--- config.mk ---
export PLATFORM = sky130hd
export DESIGN_NAME = atomic_count_reader_flat
export DESIGN_NICKNAME = d
export VERILOG_FILES = /design/src/rtl/atomic_count_reader_if.sv /design/src/rtl/atomic_count_reader.sv /design/src/flat_wrapper.sv
export SDC_FILE = /design/constraint.sdc
export NUM_CORES = 1
export LEC_CHECK = 0
export CAP_MARGIN = 40
export CORE_MARGIN = 5
export CORE_UTILIZATION = 64
export CTS_CLUSTER_SIZE = 16
export DETAILED_ROUTE_END_ITERATION = 8
export DONT_BUFFER_PORTS = 1
export MAX_ROUTING_LAYER = met4
export PLACE_DENSITY = 0.85
export SLEW_MARGIN = 20
export SYNTH_ARGS = -nofsm -noshare
export SYNTH_HDL_FRONTEND = slang
export SYNTH_SLANG_ARGS = --single-unit
--- constraint.sdc ---
create_clock -name clk -period 2.71 [get_ports clk]
set_input_delay 0.271 -clock clk [delete_from_list [all_inputs] [get_ports clk]]
set_output_delay 0.271 -clock clk [all_outputs]
set_load 0.05 [all_outputs]
--- src/rtl/atomic_count_reader_if.sv ---
`default_nettype none
// ============================================================================
//  Module      : atomic_count_reader_if
//  Description : Snapshot consumer handshake plus atomic-counter read bus.
//                slave  = the reader block, master = its environment.
//  Revision    : 1.0 - initial release
// ============================================================================
interface atomic_count_reader_if;
    logic        rd_start;
    logic        rd_busy;
    logic        rd_valid;
    logic        rd_ready;
    logic [63:0] rd_data;
    logic        rd_err;
    logic        rd_wrap;
    logic        req;
    logic        atomic;
    logic        ack;
    logic [31:0] count;

    modport slave (
        input  rd_start, rd_ready, ack, count,
        output rd_busy, rd_valid, rd_data, rd_err, rd_wrap, req, atomic
    );

    modport master (
        output rd_start, rd_ready, ack, count,
        input  rd_busy, rd_valid, rd_data, rd_err, rd_wrap, req, atomic
    );
endinterface
`default_nettype wire

--- src/rtl/atomic_count_reader.sv ---
`default_nettype none
// ============================================================================
//  Module      : atomic_count_reader
//  Description : Reads a 64-bit counter as two 32-bit halves. The low-half
//                read freezes the high half, so {hi, lo} is coherent. Flags
//                timeouts and snapshots that went backwards (wrap).
//  Revision    : 1.0 - initial release
// ============================================================================
module atomic_count_reader #(
    parameter int TIMEOUT = 15
) (
    input  logic                  clk,
    input  logic                  reset,
    atomic_count_reader_if.slave  bus
);

    typedef enum logic [2:0] {
        IDLE    = 3'd0,
        LO_REQ  = 3'd1,
        LO_WAIT = 3'd2,
        HI_REQ  = 3'd3,
        HI_WAIT = 3'd4,
        HOLD    = 3'd5
    } state_t;

    // Last waiting cycle index: ack here still succeeds, silence here times out.
    localparam logic [7:0] WAIT_LAST = 8'(TIMEOUT - 1);

    state_t      state;
    state_t      state_nxt;
    logic [31:0] lo;
    logic [31:0] hi;
    logic [63:0] prev;
    logic        prev_valid;
    logic [7:0]  wait_cnt;
    logic        err;

    logic        waiting;
    logic        timeout_hit;
    logic [63:0] snap;
    logic        req_c;
    logic        atomic_c;

    assign waiting     = (state == LO_WAIT) || (state == HI_WAIT);
    assign timeout_hit = (wait_cnt == WAIT_LAST);
    assign snap        = {hi, lo};

    // State register.
    always_ff @(posedge clk) begin
        if (!reset) begin
            state <= IDLE;
        end else begin
            state <= state_nxt;
        end
    end

    // Next-state and request decode; ack only matters in the two wait states.
    always_comb begin
        state_nxt = state;
        req_c     = 1'b0;
        atomic_c  = 1'b0;
        case (state)
            IDLE: begin
                if (bus.rd_start) state_nxt = LO_REQ;
            end
            LO_REQ: begin
                req_c     = 1'b1;
                atomic_c  = 1'b1;
                state_nxt = LO_WAIT;
            end
            LO_WAIT: begin
                if (bus.ack)          state_nxt = HI_REQ;
                else if (timeout_hit) state_nxt = HOLD;
            end
            HI_REQ: begin
                req_c     = 1'b1;
                state_nxt = HI_WAIT;
            end
            HI_WAIT: begin
                if (bus.ack || timeout_hit) state_nxt = HOLD;
            end
            HOLD: begin
                if (bus.rd_ready) state_nxt = IDLE;
            end
            default: state_nxt = IDLE;
        endcase
    end

    // Capture halves, run the wait counter, track error and previous good snapshot.
    always_ff @(posedge clk) begin
        if (!reset) begin
            lo         <= 32'd0;
            hi         <= 32'd0;
            prev       <= 64'd0;
            prev_valid <= 1'b0;
            wait_cnt   <= 8'd0;
            err        <= 1'b0;
        end else begin
            // Held at zero outside the wait states, so each wait starts from 0.
            if (waiting && !bus.ack) wait_cnt <= wait_cnt + 8'd1;
            else                     wait_cnt <= 8'd0;

            if (state == LO_REQ) err <= 1'b0;
            if (waiting && !bus.ack && timeout_hit) err <= 1'b1;

            if (state == LO_WAIT && bus.ack) lo <= bus.count;
            if (state == HI_WAIT && bus.ack) hi <= bus.count;

            // Only good snapshots become the reference for wrap detection.
            if (state == HOLD && bus.rd_ready && !err) begin
                prev       <= snap;
                prev_valid <= 1'b1;
            end
        end
    end

    assign bus.req      = req_c;
    assign bus.atomic   = atomic_c;
    assign bus.rd_busy  = (state != IDLE);
    assign bus.rd_valid = (state == HOLD);
    assign bus.rd_err   = (state == HOLD) && err;
    assign bus.rd_data  = (state == HOLD && !err) ? snap : 64'd0;
    assign bus.rd_wrap  = (state == HOLD) && !err && prev_valid && (snap < prev);

endmodule
`default_nettype wire

--- src/flat_wrapper.sv ---
// flat-port wrapper written by rule: the top's interface ports become plain ports
module atomic_count_reader_flat 
#(
    parameter int TIMEOUT = 15
)
  (clk, reset, bus_rd_start, bus_rd_ready, bus_ack, bus_count, bus_rd_busy, bus_rd_valid, bus_rd_data, bus_rd_err, bus_rd_wrap, bus_req, bus_atomic);
  atomic_count_reader_if bus_i ();
  input  logic clk;
  input  logic reset;
  input wire logic [$bits(bus_i.rd_start)-1:0] bus_rd_start;
  input wire logic [$bits(bus_i.rd_ready)-1:0] bus_rd_ready;
  input wire logic [$bits(bus_i.ack)-1:0] bus_ack;
  input wire logic [$bits(bus_i.count)-1:0] bus_count;
  output wire logic [$bits(bus_i.rd_busy)-1:0] bus_rd_busy;
  output wire logic [$bits(bus_i.rd_valid)-1:0] bus_rd_valid;
  output wire logic [$bits(bus_i.rd_data)-1:0] bus_rd_data;
  output wire logic [$bits(bus_i.rd_err)-1:0] bus_rd_err;
  output wire logic [$bits(bus_i.rd_wrap)-1:0] bus_rd_wrap;
  output wire logic [$bits(bus_i.req)-1:0] bus_req;
  output wire logic [$bits(bus_i.atomic)-1:0] bus_atomic;
  assign bus_i.rd_start = bus_rd_start;
  assign bus_i.rd_ready = bus_rd_ready;
  assign bus_i.ack = bus_ack;
  assign bus_i.count = bus_count;
  assign bus_rd_busy = bus_i.rd_busy;
  assign bus_rd_valid = bus_i.rd_valid;
  assign bus_rd_data = bus_i.rd_data;
  assign bus_rd_err = bus_i.rd_err;
  assign bus_rd_wrap = bus_i.rd_wrap;
  assign bus_req = bus_i.req;
  assign bus_atomic = bus_i.atomic;
  atomic_count_reader #(.TIMEOUT(TIMEOUT)) u_core (.clk(clk), .reset(reset), .bus(bus_i));
endmodule
# Word level (Yosys, flattened, before mapping)
# Index checks and enable logic that the tools add are counted.
op_classes:
  add_sub_neg: 1
  magnitude_cmp: 1
  eq_ne: 10
  muxes: 11
  n_reduce_logical: 20
ops:
  columns: ["cell", "n"]
  rows:
  - ["$lt A64 B64 Y1", 1]
  - ["$mux W64", 1]
  - ["$pmux W3 S6", 1]
  - ["$mux W3", 5]
  - ["$logic_and A1 B1 Y1", 10]
  - ["$add A8 B1 Y8 const B", 1]
  - ["$eq A8 B4 Y1 const B", 1]
  - ["$eq A3 B2 Y1 const B", 2]
  - ["$eq A3 B3 Y1 const B", 2]
  - ["$ne A2 B2 Y1 const B", 3]
  - ["$mux W1", 4]
  - ["$reduce_and A4 Y1", 1]
  - ["$eq A3 B1 Y1 const B", 1]
  - ["$logic_not A3 Y1", 1]
  - ["$ne A3 B2 Y1 const B", 1]
  - ["$reduce_bool A3 Y1", 1]
  - ["$logic_not A1 Y1", 2]
  - ["$logic_or A1 B1 Y1", 2]
  - ["$reduce_and A2 Y1", 1]
  - ["$reduce_bool A2 Y1", 1]
  - ["$reduce_or A2 Y1", 1]
totals:
  ff_bits: 141
  output_inout_bits: 70

# Longest topological paths before layout
logic_depth:
  depth_word: 5
  depth_mapped: 8
  mapped_depth_nobuf: 8

# Worst setup path after synthesis
# No wires, ideal clock.
synth_timing:
  kind: "register -> output"
  from: "register u_core.prev[61]"
  to: "output bus_rd_wrap"
  arrival_time_ns: 2.266
  required_ns: 2.439
  path_slack_ns: 0.173
  path_stages_with_launch: 7
  cell_sequence: "dfxtp_1 > inv_1 > ha_1 > nand4_2 > or4_4 > or4b_4 > o31a_1"
synth_via:
  elab_chain_cells: 2
synth_rtl:
  columns: ["item", "line", "rtl"]
  rows:
  - ["start, declared", "atomic_count_reader.sv:33", "logic [63:0] prev;"]
  - ["start signal, assigned", "atomic_count_reader.sv:111", "prev <= snap;"]
  - ["$lt A64 B64 Y1", "atomic_count_reader.sv:123", "assign bus.rd_wrap = (state == HOLD) && !err && prev_valid && (snap < prev);"]
  - ["$logic_and A1 B1 Y1", "atomic_count_reader.sv:123", null]
  - ["end, declared", "flat_wrapper.sv:18", "output wire logic [$bits(bus_i.rd_wrap)-1:0] bus_rd_wrap;"]
# Every way passes these cells.

# Worst setup path in the final report
layout_timing:
  from: "register u_core.prev[62]"
  to: "output bus_rd_wrap"
# Same word-level chain as after synthesis.

==> reports/metrics.csv <==
metric;value;unit
cp-start-kind;flip-flop;
global_route.usage.total;31.4;%
cts_tree;done;
max_freq;321;MHz
detailedRoute.firstPassIterationCount;5;
post_synth_and_or_nand_nor_area_fraction;25.0;%
placeableCoreArea;0.0113;mm^2
synth_enable_flop_cells;0;
die_h;117;um
synthMostInstantiatedCell;nand2_1;
utilization;77.6;%
grt_setup_unrepaired;true;
setup-tns-final;-401;ps
route.detailed.vias_per_inst;5.84;
critical_path.endpoint_type;primary output;
ioPinCount;107;
drc;0;
min_period_over_period;115;%
clk_pin_slew_worst_paths;60;ps
postSynthCellCount;930;
timing.final.crit_period;3110;ps
setup.worst_path.class;reg2out;
post_synth_xor_area_fraction;0.721;%
grt_first_pass_wirelength;32000;um
finalHoldViolations;0;
place.detailed.instances;1054;
num_vias;6617;
die_area;0.0136;mm^2
synth_seq_cells;141;
maximum_number_of_pins_on_one_net_before_global_route_repair;67;
violations;negative setup slack;
ys_warn_count;0;
clkSinkCount;141;
final_net_count;1080;
dominantRegCellSynth;dfxtp_1;
cts_buffer_depth;2;
die_w;117;um
synth_area;0.00729;mm^2
synth_area_leader_cell;dfxtp_1;
timing.final.max_slew_violations;0;
initial_core_util;64.6;%
async_reset_ff_share;0;%
finalNonFillerCells;1134;
layout-drive-gt1-share;8.58;%
main_combinational_cell_family_by_area_after_synthesis;simple AND/OR/NAND/NOR gates;
clock-root-buffer;clkbuf_16;
total_half_perimeter_wirelength_after_legalization_and_detailed_placement;11700;um
yosysTopAreaCellShare;38.7;%
yosys-top-cells-count;nand2_1, dfxtp_1, a21boi_1;
clk_latency;430;ps
drt-initial-drc-count;669;
power-per-cell-area;558;mW/mm^2
critical_path_maximum_fanout;3;
routabilityCongestion;0.842;
antenna-diode-count;0;
syn_to_final_growth;20.0;%
postRouteWirelength;20500;um
finalInstanceArea;0.00874;mm^2
drt-wirelength-per-cell;18.1;um
synth_cell_types;43;
worst_ep_required_time;2440;ps
std_cell_rows;39;
synth.net_count;1032;
antenna_found_initial;0;
synth_compound_area_share;18.2;%
seq_area_frac_synth;38.7;%
outcome;finished, violations left;
hold_class;in2reg;
layout_setup_ws;-401;ps
post_dp_cell_area;0.00756;mm^2
final_setup_violation_count;1;
muxShareOfSynthArea;0;%
detail-route-antenna-nets;0;
h-tree-depth;4;
postSynthAreaPerCell;7.84;um^2
worst_slew_margin_rel;40.9;%
worstPathArrival;2840;ps
total_power;4.88;mW
first_global_vias;6439;
vdd_ir_drop_max;0.593;mV
p_leak;3.32;nW
top_cells_by_area_in_the_synthesized_netlist;dfxtp_1, nand2_1, ha_1, a21boi_1, and2_1;
drv.max_cap_violation_count;0;
placement.io_buffers;0;
worst-slew-pin-transition;883;ps
finalClockSkew;10.8;ps
total_clock_buffers_created_by_cts;17;
synthAdderAreaFrac;11.2;%
grt.overflow.total;0;
## cells by family after synthesis
logic type | Yosys count
AO/OA/AOI/OAI | 188
XOR/XNOR | 6
adder cells (fa/ha/maj) | 65
buffers and inverters | 120
flip-flops | 141
AND/OR/NAND/NOR | 410
## state kept, by name (all words and copies together) (netlist names)
register and flops:
u_core.state 3, u_core.err 1, u_core.lo 32, u_core.wait_cnt 8, u_core.prev_valid 1, u_core.hi 32, u_core.prev 64
## cell usage in the layout, fill, tap and decap left out, drive strengths merged, types with 3 or more instances in the layout
| master | count |
|---|---|
| a221oi | 4 |
| inv | 70 |
| xor2 | 3 |
| nand3 | 10 |
| buf | 35 |
| nand2 | 283 |
| a21oi | 26 |
| xnor2 | 3 |
| a21o | 3 |
| o21ai | 13 |
| nor2 | 20 |
| a21boi | 128 |
| nor4 | 3 |
| and2 | 66 |
| ha | 65 |
| a211oi | 4 |
| nor3 | 4 |
| dlygate4sd3 | 44 |
| nand4 | 10 |
| dfxtp | 141 |
| clkbuf | 26 |
| bufinv | 3 |
## through the flow
| stage | hold slack [ps] | setup WS (ps) |
|---|---|---|
| floorplan | 406 | 173 |
| global placement | 404 | 39.6 |
| detailed placement | 411 | -13.7 |
| CTS | 0.406 | -400 |
| global route | -0.134 | -475 |
| finish | 9.23 | -401 |
## what timing repair did
item	4_1_cts	5_1_grt
pin swaps	4	2
gates resized for setup	6	12
endpoints found under the setup margin	1	1
hold endpoints to repair	76	6
hold buffers	43	2
cloned	0	0
buffers inserted	2	0
## power by group
part           internal (mW)  switching [mW]  total, mW
Combinational          0.165           0.210      0.375
Sequential              2.10          0.0272       2.13
Clock                   1.52           0.860       2.38
## critical path, stage by stage (launching register included)
cell and delay, ps:
dfxtp_1 330, inv_1 50, ha_1 310, nand4_2 120, or4_4 550, or4b_4 530
nor2_4 100, a2111oi_2 80, o31a_1 180, buf_12 170
## path summary, 6_finish.rpt
kind | startpoint | endpoint | slack [ps] | cells past startpoint
worst min register to register | u_core.prev[41]$_SDFFE_PN0P_ | u_core.prev[41]$_SDFFE_PN0P_ | 450 | 2
worst max-delay path | u_core.prev[62]$_SDFFE_PN0P_ | bus_rd_wrap | -400 | 9
worst min-delay path | bus_count[22] | u_core.lo[22]$_SDFFE_PN0P_ | 9 | 2
worst max register to register | u_core.state[2]$_SDFFE_PN0P_ | u_core.prev[24]$_SDFFE_PN0P_ | 490 | 6
## routing by layer
metal / vias to the layer above / wire length (um) / GRT usage (%)
met5: - / 0 / -
met2: 309 / 9860 / 49.9
li1: 3144 / - / -
met1: 3099 / 8190 / 36.6
met3: 65 / 1570 / 6.79
met4: 0 / 879 / 18.3
## area by class of cell
| type | count | area (um^2) |
|---|---|---|
| clock buffer | 26 | 489 |
| clock inverter | 6 | 108 |
| fill | 754 | 2530 |
| inverter | 70 | 263 |
| multi-input combinational | 669 | 4120 |
| sequential | 141 | 2830 |
| tap | 143 | 179 |
| timing repair buffer | 79 | 757 |
Note: power is estimated with default switching activity, not from simulation.
